### config.mk
export PLATFORM = sky130hd
export DESIGN_NAME = rv32_decode_stage
export DESIGN_NICKNAME = d
export VERILOG_FILES = /design/src/rtl/rv32_ctrl_pkg.sv /design/src/rtl/rv32_decode_comb.sv /design/src/rtl/rv32_decode_stage.sv
export SDC_FILE = /design/constraint.sdc
export NUM_CORES = 1
export LEC_CHECK = 0
export ABC_AREA = 1
export CORE_UTILIZATION = 48
export DETAILED_ROUTE_END_ITERATION = 16
export PLACE_DENSITY = 0.81
export SYNTH_ARGS = -nofsm -noshare
export SYNTH_HDL_FRONTEND = slang
export SYNTH_SLANG_ARGS = --single-unit
### constraint.sdc
create_clock -name clk -period 17.9 [get_ports clk]
set_input_delay 2.685 -clock clk [delete_from_list [all_inputs] [get_ports clk]]
set_output_delay 2.685 -clock clk [all_outputs]
set_load 0.03 [all_outputs]
### src/rtl/rv32_ctrl_pkg.sv
// rv32_ctrl_pkg: opcodes, ALU/imm/writeback codes and the decoded control word
package rv32_ctrl_pkg;
    localparam logic [6:0] OPC_LUI    = 7'b0110111;
    localparam logic [6:0] OPC_AUIPC  = 7'b0010111;
    localparam logic [6:0] OPC_JAL    = 7'b1101111;
    localparam logic [6:0] OPC_JALR   = 7'b1100111;
    localparam logic [6:0] OPC_BRANCH = 7'b1100011;
    localparam logic [6:0] OPC_LOAD   = 7'b0000011;
    localparam logic [6:0] OPC_STORE  = 7'b0100011;
    localparam logic [6:0] OPC_OPIMM  = 7'b0010011;
    localparam logic [6:0] OPC_OP     = 7'b0110011;
    localparam logic [6:0] OPC_FENCE  = 7'b0001111;
    localparam logic [6:0] OPC_SYSTEM = 7'b1110011;

    localparam logic [4:0] ALU_ADD   = 5'd0;
    localparam logic [4:0] ALU_SUB   = 5'd1;
    localparam logic [4:0] ALU_SLL   = 5'd2;
    localparam logic [4:0] ALU_SLT   = 5'd3;
    localparam logic [4:0] ALU_SLTU  = 5'd4;
    localparam logic [4:0] ALU_XOR   = 5'd5;
    localparam logic [4:0] ALU_SRL   = 5'd6;
    localparam logic [4:0] ALU_SRA   = 5'd7;
    localparam logic [4:0] ALU_OR    = 5'd8;
    localparam logic [4:0] ALU_AND   = 5'd9;
    localparam logic [4:0] ALU_PASSB = 5'd10;
    localparam logic [4:0] ALU_MUL   = 5'd16;

    localparam logic [2:0] IMM_I = 3'd0;
    localparam logic [2:0] IMM_S = 3'd1;
    localparam logic [2:0] IMM_B = 3'd2;
    localparam logic [2:0] IMM_J = 3'd3;
    localparam logic [2:0] IMM_U = 3'd4;

    localparam logic [1:0] WB_ALU = 2'd0;
    localparam logic [1:0] WB_MEM = 2'd1;
    localparam logic [1:0] WB_PC4 = 2'd2;

    typedef struct packed {
        logic [4:0] rs1;
        logic [4:0] rs2;
        logic [4:0] rd;
        logic [2:0] imm_sel;
        logic [4:0] alu_ctrl;
        logic       op_a;
        logic       op_b;
        logic       reg_write;
        logic [1:0] mem_to_reg;
        logic       mem_read;
        logic       mem_write;
        logic [2:0] mem_size;
        logic       branch;
        logic       jal;
        logic       jalr;
        logic       lui;
        logic       auipc;
        logic [2:0] br_func;
        logic       illegal;
    } ctrl_t;

    function automatic logic [4:0] alu_of(input logic [2:0] f3, input logic alt);
        return f3 == 3'd0 ? (alt ? ALU_SUB : ALU_ADD) :
               f3 == 3'd1 ? ALU_SLL :
               f3 == 3'd2 ? ALU_SLT :
               f3 == 3'd3 ? ALU_SLTU :
               f3 == 3'd4 ? ALU_XOR :
               f3 == 3'd5 ? (alt ? ALU_SRA : ALU_SRL) :
               f3 == 3'd6 ? ALU_OR : ALU_AND;
    endfunction
endpackage

### src/rtl/rv32_decode_comb.sv
// rv32_decode_comb: combinational RV32I decode (instr_i -> ctrl_o, imm_o); RV32M_DECODE_EN adds M-extension decode
module rv32_decode_comb
    import rv32_ctrl_pkg::*;
#(
    parameter int XLEN = 32
) (
    input  logic [31:0]     instr_i,
    output ctrl_t           ctrl_o,
    output logic [XLEN-1:0] imm_o
);
    logic [6:0]  opc, f7;
    logic [2:0]  f3;
    logic [31:0] i, imm32;
    ctrl_t       c;

    assign i   = instr_i;
    assign opc = i[6:0];
    assign f3  = i[14:12];
    assign f7  = i[31:25];

    always_comb begin
        c     = '0;
        c.rs1 = i[19:15];
        c.rs2 = i[24:20];
        c.rd  = i[11:7];
        case (opc)
            OPC_LUI: begin
                c.lui = 1'b1; c.alu_ctrl = ALU_PASSB; c.op_b = 1'b1; c.imm_sel = IMM_U; c.reg_write = 1'b1;
            end
            OPC_AUIPC: begin
                c.auipc = 1'b1; c.op_a = 1'b1; c.op_b = 1'b1; c.imm_sel = IMM_U; c.reg_write = 1'b1;
            end
            OPC_JAL: begin
                c.jal = 1'b1; c.op_a = 1'b1; c.op_b = 1'b1; c.imm_sel = IMM_J; c.reg_write = 1'b1;
                c.mem_to_reg = WB_PC4;
            end
            OPC_JALR: begin
                c.jalr = 1'b1; c.op_b = 1'b1; c.reg_write = 1'b1; c.mem_to_reg = WB_PC4;
                c.illegal = f3 != 3'd0;
            end
            OPC_BRANCH: begin
                c.branch = 1'b1; c.op_a = 1'b1; c.op_b = 1'b1; c.imm_sel = IMM_B; c.br_func = f3;
                c.illegal = f3[2:1] == 2'b01;
            end
            OPC_LOAD: begin
                c.mem_read = 1'b1; c.op_b = 1'b1; c.reg_write = 1'b1; c.mem_to_reg = WB_MEM; c.mem_size = f3;
                c.illegal = f3 == 3'd3 || f3[2:1] == 2'b11;
            end
            OPC_STORE: begin
                c.mem_write = 1'b1; c.op_b = 1'b1; c.imm_sel = IMM_S; c.mem_size = f3;
                c.illegal = f3 > 3'd2;
            end
            OPC_OPIMM: begin
                c.op_b = 1'b1; c.reg_write = 1'b1;
                c.alu_ctrl = alu_of(f3, f3 == 3'd5 && f7[5]);
                c.illegal = f3 == 3'd1 ? f7 != 7'h00 :
                            f3 == 3'd5 ? (f7 != 7'h00 && f7 != 7'h20) : 1'b0;
            end
            OPC_OP: begin
                c.reg_write = 1'b1;
                c.alu_ctrl = alu_of(f3, f7[5]);
                c.illegal = !(f7 == 7'h00 || (f7 == 7'h20 && (f3 == 3'd0 || f3 == 3'd5)));
`ifdef RV32M_DECODE_EN
                if (f7 == 7'h01) begin
                    c.alu_ctrl = ALU_MUL | {2'b00, f3};
                    c.illegal  = 1'b0;
                end
`endif
            end
            OPC_FENCE: c.illegal = 1'b0;
            default:   c.illegal = 1'b1;
        endcase
        if (c.illegal) begin
            c.reg_write = 1'b0; c.mem_read = 1'b0; c.mem_write = 1'b0;
            c.branch    = 1'b0; c.jal      = 1'b0; c.jalr      = 1'b0;
        end
        if (c.rd == 5'd0) c.reg_write = 1'b0;
        imm32 = c.imm_sel == IMM_S ? {{20{i[31]}}, i[31:25], i[11:7]} :
                c.imm_sel == IMM_B ? {{19{i[31]}}, i[31], i[7], i[30:25], i[11:8], 1'b0} :
                c.imm_sel == IMM_J ? {{11{i[31]}}, i[31], i[19:12], i[20], i[30:21], 1'b0} :
                c.imm_sel == IMM_U ? {i[31:12], 12'b0} :
                                     {{20{i[31]}}, i[31:20]};
    end

    assign ctrl_o = c;
    assign imm_o  = XLEN'($signed(imm32));
endmodule

### src/rtl/rv32_decode_stage.sv
// rv32_decode_stage: RV32I decode stage, in_* handshake -> decoder -> 2-entry skid buffer -> out_*; RV32M_DECODE_EN enables M decode
module rv32_decode_stage
    import rv32_ctrl_pkg::*;
#(
    parameter int XLEN  = 32,
    parameter int PC_W  = 32,
    parameter int TAG_W = 4
) (
    input  logic             clk,
    input  logic             rst,
    input  logic             in_valid,
    output logic             in_ready,
    input  logic [31:0]      in_instr,
    input  logic [PC_W-1:0]  in_pc,
    input  logic [TAG_W-1:0] in_tag,
    input  logic             flush,
    output logic             out_valid,
    input  logic             out_ready,
    output logic [PC_W-1:0]  out_pc,
    output logic [TAG_W-1:0] out_tag,
    output logic [4:0]       out_rs1,
    output logic [4:0]       out_rs2,
    output logic [4:0]       out_rd,
    output logic [XLEN-1:0]  out_imm,
    output logic [2:0]       out_imm_sel,
    output logic [4:0]       out_alu_ctrl,
    output logic             out_op_a,
    output logic             out_op_b,
    output logic             out_reg_write,
    output logic [1:0]       out_mem_to_reg,
    output logic             out_mem_read,
    output logic             out_mem_write,
    output logic [2:0]       out_mem_size,
    output logic             out_branch,
    output logic             out_jal,
    output logic             out_jalr,
    output logic             out_lui,
    output logic             out_auipc,
    output logic [2:0]       out_br_func,
    output logic             out_illegal
);
    typedef struct packed {
        ctrl_t            c;
        logic [XLEN-1:0]  imm;
        logic [PC_W-1:0]  pc;
        logic [TAG_W-1:0] tag;
    } ent_t;

    localparam logic [1:0] S_EMPTY = 2'd0;
    localparam logic [1:0] S_ONE   = 2'd1;
    localparam logic [1:0] S_TWO   = 2'd2;

    logic [1:0]      state_q, state_d;
    ent_t            e0_q, e0_d, e1_q, e1_d, in_e;
    ctrl_t           dec_c;
    logic [XLEN-1:0] dec_imm;
    logic            acc, drn;

    rv32_decode_comb #(.XLEN(XLEN)) u_dec (
        .instr_i (in_instr),
        .ctrl_o  (dec_c),
        .imm_o   (dec_imm)
    );

    assign in_e      = {dec_c, dec_imm, in_pc, in_tag};
    assign in_ready  = state_q != S_TWO;
    assign out_valid = state_q != S_EMPTY;
    assign acc       = in_valid && in_ready;
    assign drn       = out_valid && out_ready;

    // e0 is always the head; e1 only fills when the head is stalled
    always_comb begin
        state_d = state_q;
        e0_d    = e0_q;
        e1_d    = e1_q;
        if (flush) state_d = S_EMPTY;
        else case (state_q)
            S_EMPTY: if (acc) begin e0_d = in_e; state_d = S_ONE; end
            S_ONE: begin
                if (acc && drn) e0_d = in_e;
                else if (acc) begin e1_d = in_e; state_d = S_TWO; end
                else if (drn) state_d = S_EMPTY;
            end
            S_TWO:   if (drn) begin e0_d = e1_q; state_d = S_ONE; end
            default: state_d = S_EMPTY;
        endcase
    end

    always_ff @(posedge clk or posedge rst) begin
        if (rst) begin
            state_q <= S_EMPTY;
            e0_q    <= '0;
            e1_q    <= '0;
        end else begin
            state_q <= state_d;
            e0_q    <= e0_d;
            e1_q    <= e1_d;
        end
    end

    assign out_pc         = e0_q.pc;
    assign out_tag        = e0_q.tag;
    assign out_imm        = e0_q.imm;
    assign out_rs1        = e0_q.c.rs1;
    assign out_rs2        = e0_q.c.rs2;
    assign out_rd         = e0_q.c.rd;
    assign out_imm_sel    = e0_q.c.imm_sel;
    assign out_alu_ctrl   = e0_q.c.alu_ctrl;
    assign out_op_a       = e0_q.c.op_a;
    assign out_op_b       = e0_q.c.op_b;
    assign out_reg_write  = e0_q.c.reg_write;
    assign out_mem_to_reg = e0_q.c.mem_to_reg;
    assign out_mem_read   = e0_q.c.mem_read;
    assign out_mem_write  = e0_q.c.mem_write;
    assign out_mem_size   = e0_q.c.mem_size;
    assign out_branch     = e0_q.c.branch;
    assign out_jal        = e0_q.c.jal;
    assign out_jalr       = e0_q.c.jalr;
    assign out_lui        = e0_q.c.lui;
    assign out_auipc      = e0_q.c.auipc;
    assign out_br_func    = e0_q.c.br_func;
    assign out_illegal    = e0_q.c.illegal;
endmodule

# == After elaboration in Yosys (flattened, before gate mapping) ==
# Index checks and enable logic that the tools add are counted.
# op_classes
order_cmp,1
n_eq_ne,34
mux,54
n_bitwise,2
reduce_logical,28
# op_table
operator,n
$mux W110,3
$pmux W110 S3,1
$mux W31,4
$mux W5,12
$eq A7 B6 Y1 const B,4
$eq A7 B7 Y1 const B,3
$mux W1,19
$pmux W5 S3,1
$eq A7 B5 Y1 const B,2
$mux W2,7
$eq A3 B2 Y1 const B,4
$eq A3 B3 Y1 const B,4
$pmux W3 S4,1
$mux W3,3
$ne A3 B3 Y1 const B,3
$ne A2 B2 Y1 const B,4
$reduce_and A4 Y1,2
$reduce_or A8 Y1,1
$eq A7 B2 Y1 const B,1
$eq A7 B4 Y1 const B,1
$logic_not A7 Y1,1
$ne A7 B6 Y1 const B,1
$pmux W1 S7,1
$reduce_bool A7 Y1,1
21 further kinds,35
# word_totals
regBits,222
input_bits,73
out_inout_bits,112
word_cells,164

# == Logic depth before layout (Yosys ltp) ==
# logic_depth
depth_word,12
ltp_mapped,13
mapped_depth_nobuf,13

# == Hierarchy ==
# A second synthesis with hierarchy kept.
# unflattened
hier_cells,1547
area_unflattened_um2,11508.5
# by_module_without_submodules
module,n_inst,cells_per_inst,area_per_inst_um2,seq_area_each_um2
rv32_decode_stage,1,1353,10496.3,5555.3
rv32_decode_comb,1,194,1012.2,0.0

# == Least setup slack after synthesis ==
# OpenSTA, ideal clock, no wires.
# synth_timing
path_type,in2reg
startpoint,input port in_instr[1]
endpoint,register e0_q (netlist bit out_illegal)
setup_time_ns,0.120
t_arrival_ns,3.704
required_ns,17.780
setup_slack_ns,14.076
path_stages,11
path_buffers,0
cell_sequence,nand2_1 -> nor2_1 -> nand2_4 -> nand2_4 -> inv_2 -> nand2_2 -> nor2_2 -> nor2_8 -> nand2_1 -> o21ai_1 -> nand2_1
# synth_between
elab_chain_cells,5
word_cells_on_any_way,15
cone_classes,10 x eq/ne; 4 x mux; 1 x reduce/logical
# synth_rtl
element,line_no,rtl
start: declaration,rv32_decode_stage.sv:13,"input logic [31:0] in_instr,"
"$eq A7 B4 Y1, or another cell as far along",rv32_decode_comb.sv:26,case (opc)
$reduce_or A4 Y1 (no line),n/a,
$pmux W1 S7 *,rv32_decode_comb.sv:26,
"$mux W110, on equally long branches","rv32_decode_stage.sv:80, rv32_decode_stage.sv:78",
$pmux W110 S3 *,rv32_decode_stage.sv:77,else case (state_q)
end signal: assignment,rv32_decode_stage.sv:92,e0_q <= '0;
end signal: assignment,rv32_decode_stage.sv:96,e0_q <= e0_d;
end: declaration,rv32_decode_stage.sv:54,"ent_t e0_q, e0_d, e1_q, e1_d, in_e;"
# Every way passes the cells marked *; elsewhere a longest branch is shown, timed or not. The select of a mux whose other input is x is not followed.
# A chain may end at the register's enable or synchronous reset.

# == Worst setup path after layout ==
# layout_timing
startpoint,input port in_valid
endpoint,register e0_q (netlist bit out_imm[3])
# layout_between
elab_chain_cells,4
word_cells_on_any_way,5
cone_classes,2 x eq/ne; 3 x reduce/logical
# layout_rtl
element,line_no,rtl
start: declaration,rv32_decode_stage.sv:11,"input logic in_valid,"
$logic_and A1 B1 Y1 *,rv32_decode_stage.sv:68,assign acc = in_valid && in_ready;
$logic_and A1 B1 Y1,rv32_decode_stage.sv:80,if (acc && drn) e0_d = in_e;
$ne A2 B2 Y1 (no line),n/a,
$reduce_and A5 Y1 (no line) *,n/a,
# Every way passes the cells marked *; elsewhere a longest branch is shown, timed or not.

==> flow_summary.ini <==
[cells_and_area]
final_nets = 1455
fill_cells = 1731
area_growth_pct = 25.5
antennaDiodeCount = 0
largest_register_ffs = 109
multi_input_area_um2 = 3730
drive_above_1_share_pct = 5.72
final_cells = 1668
final_area_um2 = 12700
seqCellArea_um2 = 5510
regMostFlops = e1_q

[sta]
worst_pin_slew_ns = 1.05
drv_slew = 0
fmax_mhz = 193
max-slew-margin-rel_pct = 30.2
finalCritPeriodShare_pct = 29.0
fin_tns_setup_ns = 0
hold_violations = 0
fin_skew_ns = 0.00803
rsz0062_at_grt = no
period_minus_slack_ns = 5.19
finalSetupViolations = 0

[clock_network]
cts.sinks = 220
worstSkewPairLatency_ns = 0.50
clockRootBuffer = clkbuf_16
cts_tree = yes
postCtsHoldBufs = 0
ctsResizeCount = 0
cts_buffers = 23
post_cts_buffers = 0
path_clk_slew_ns = 0.06
cts_buffer_depth = 3
htreeDepth = 1

[yosys]
yosys-top-cells-area = dfrtp_1 54%, nand2_1 14%, o21ai_0 11%
synthSimpleGateAreaFrac_pct = 19.3
synth.avg_cell_area_um2 = 8.15
ys_types = 32
yosys.cell_count.top_type = nand2_1
synth_cells = 1241
synth_ff_type = dfrtp_1
synth_common_cells = 380 x nand2_1, 220 x dfrtp_1, 215 x o21ai_0
synthMuxAreaShare_pct = 0
synth_top_family_by_area = simple AND/OR/NAND/NOR gates
yosysTopAreaCellShare_pct = 54.4
synthesis.area_um2 = 10100
synth-edff-count = 0
yosysWarnings = 0
synthAdderAreaFrac_pct = 0
synth-compound-area-share_pct = 17.4
synth_seq_cells = 220
seq_area_frac_synth_pct = 54.4
ys_async_sr_fraction_pct = 100
synth_fp_nets = 1314
synth_xor_area_share_pct = 0
netlist.top_cell.by_area = dfrtp_1

[place]
place.port_buffers = 183
place.gp.congestion = 0.922
place_area_um2 = 11900
dp_hpwl_mm = 16.8
dpl.cell_count = 1627

[setup_path]
r2r_end = out_imm[3]
timing.reg2reg.worst_path_depth = 10
crit_top_cell = nand2_1
criticalPathCategory = input pin to flip-flop
slowest_stage = buf_4
startpoint_type = input pin
rrSetupSlack_ns = 14.30
endpoint = out_imm[3]
crit_path_start = in_valid
cp.arrival_ns = 5.57
crit_required_ns = 18.28
max_stage_delay_ns = 0.75
path_cells = clkdlybuf4s50_1 -> nand2_1 -> nand2_1 -> nand2_4 -> buf_4 -> buf_4 -> a21oi_1 -> o21ai_0 -> nand2_1
rr_startpoint = state_q[1]
crit_fanout = 83
endpoint_kind = flip-flop

[detailed_routing]
drc = 0
wl_mm = 26.0
detail-route-antenna-nets = 0
firstDrtPassIters = 5
via_per_inst = 5.27
avgRoutedWirePerCell_um = 15.6
drtIter0Drc = 579
vias = 8793

[die]
start_util_pct = 49.5
io_pins = 185
chipHeight_um = 147
rows = 52
fp.dieW_um = 147
die-area_um2 = 21700
core_area_um2 = 20400

[global_routing]
grt_pass1_wl_mm = 42.3
grt_pass1_vias = 8390
gr-usage-all-layers_pct = 24.1
groute.layer.met2.usage_pct = 39.3
busiest_layer = met2
grtUsageMet3_pct = 3.76
grt_max_degree = 153
use_met1_pct = 32.8
gr-total-overflow = 0
antenna_found_initial = 0

[power]
vdd_ir_drop_max_mv = 0.0768
power_leakage_nw = 5.95
power_density_nw_per_um2 = 143

[worst_hold_path]
min_path_type = flip-flop to flip-flop

[run]
drv.max_cap_violation_count = 0

[outcome]
status = completed
-- power breakdown --
| part | switching (mW) | internal, mW |
|---|---|---|
| combinational | 0.357 | 0.218 |
| clock | 0.193 | 0.303 |
| sequential | 0.0759 | 0.666 |
| total | 0.627 | 1.19 |
-- through the flow --
stage,util (%),setup slack (ns),total power [mW],hold WS (ns)
2_1_floorplan,-,9.19,1.09,0.442
6_report,62.2,12.71,1.81,0.473
3_5_place_dp,58.3,12.21,1.32,0.463
5_1_grt,62.2,12.48,1.91,0.501
3_3_place_gp,58.3,12.31,1.30,0.457
4_1_cts,62.2,12.74,1.83,0.478
-- metal layers --
| layer | vias up | wire length [um] |
|---|---|---|
| li1 | 4255 | - |
| met1 | 4160 | 11200 |
| met2 | 317 | 12300 |
| met3 | 61 | 1640 |
| met4 | 0 | 803 |
| met5 | - | 0 |
-- kinds of logic (layout without fill, tap and decap cells) --
logic type,after synthesis,after routing
and+or+nand+nor,484,484
AOI/OAI and AO/OA,343,343
DFF,220,220
buffers and inverters,193,350
other,1,1
-- cells in the final DEF, fill, tap and decap left out, types with 2 or more instances in the layout --
master / count
nand2_1: 379
dfrtp_1: 220
o211ai_1: 5
o22ai_1: 2
clkbuf_8: 6
nand3_1: 17
inv_2: 11
o31ai_1: 6
clkinv_2: 6
bufinv_16: 3
clkbuf_1: 2
a21oi_1: 48
buf_4: 7
nand2_2: 3
nand4_1: 2
nand2_4: 4
clkdlybuf4s50_1: 183
clkbuf_16: 23
inv_1: 107
nor2_2: 8
nor2_4: 3
nand3_2: 3
o21ai_1: 62
nor3_1: 4
o21ai_0: 215
nor2_1: 60
-- critical path, delay by kind of cell --
kind / cells / cell delay [ns]
simple gates: 4 / 0.75
buf+inv: 3 / 1.84
compound gates: 2 / 0.22
-- cell type report --
| cell class | instances | share of cell area [%] |
|---|---|---|
| sequential | 220 | 43.3 |
| multi-input combinational | 828 | 29.3 |
| timing repair buffer | 190 | 14.8 |
| clock buffer | 31 | 5.24 |
| inverter | 119 | 3.58 |
| tap | 270 | 2.66 |
| clock inverter | 10 | 1.01 |
-- worst min path at each step --
stage	startpoint	to	depth (start not counted)
2_1_floorplan	e1_q[94]	e1_q[94]	2
6_report	e1_q[94]	e1_q[94]	2
3_5_place_dp	e1_q[46]	e1_q[46]	2
4_1_cts	e1_q[77]	e1_q[77]	2
3_3_place_gp	e1_q[94]	e1_q[94]	2
5_1_grt	e1_q[75]	e1_q[75]	2
Power figures use the tool's default switching activity.
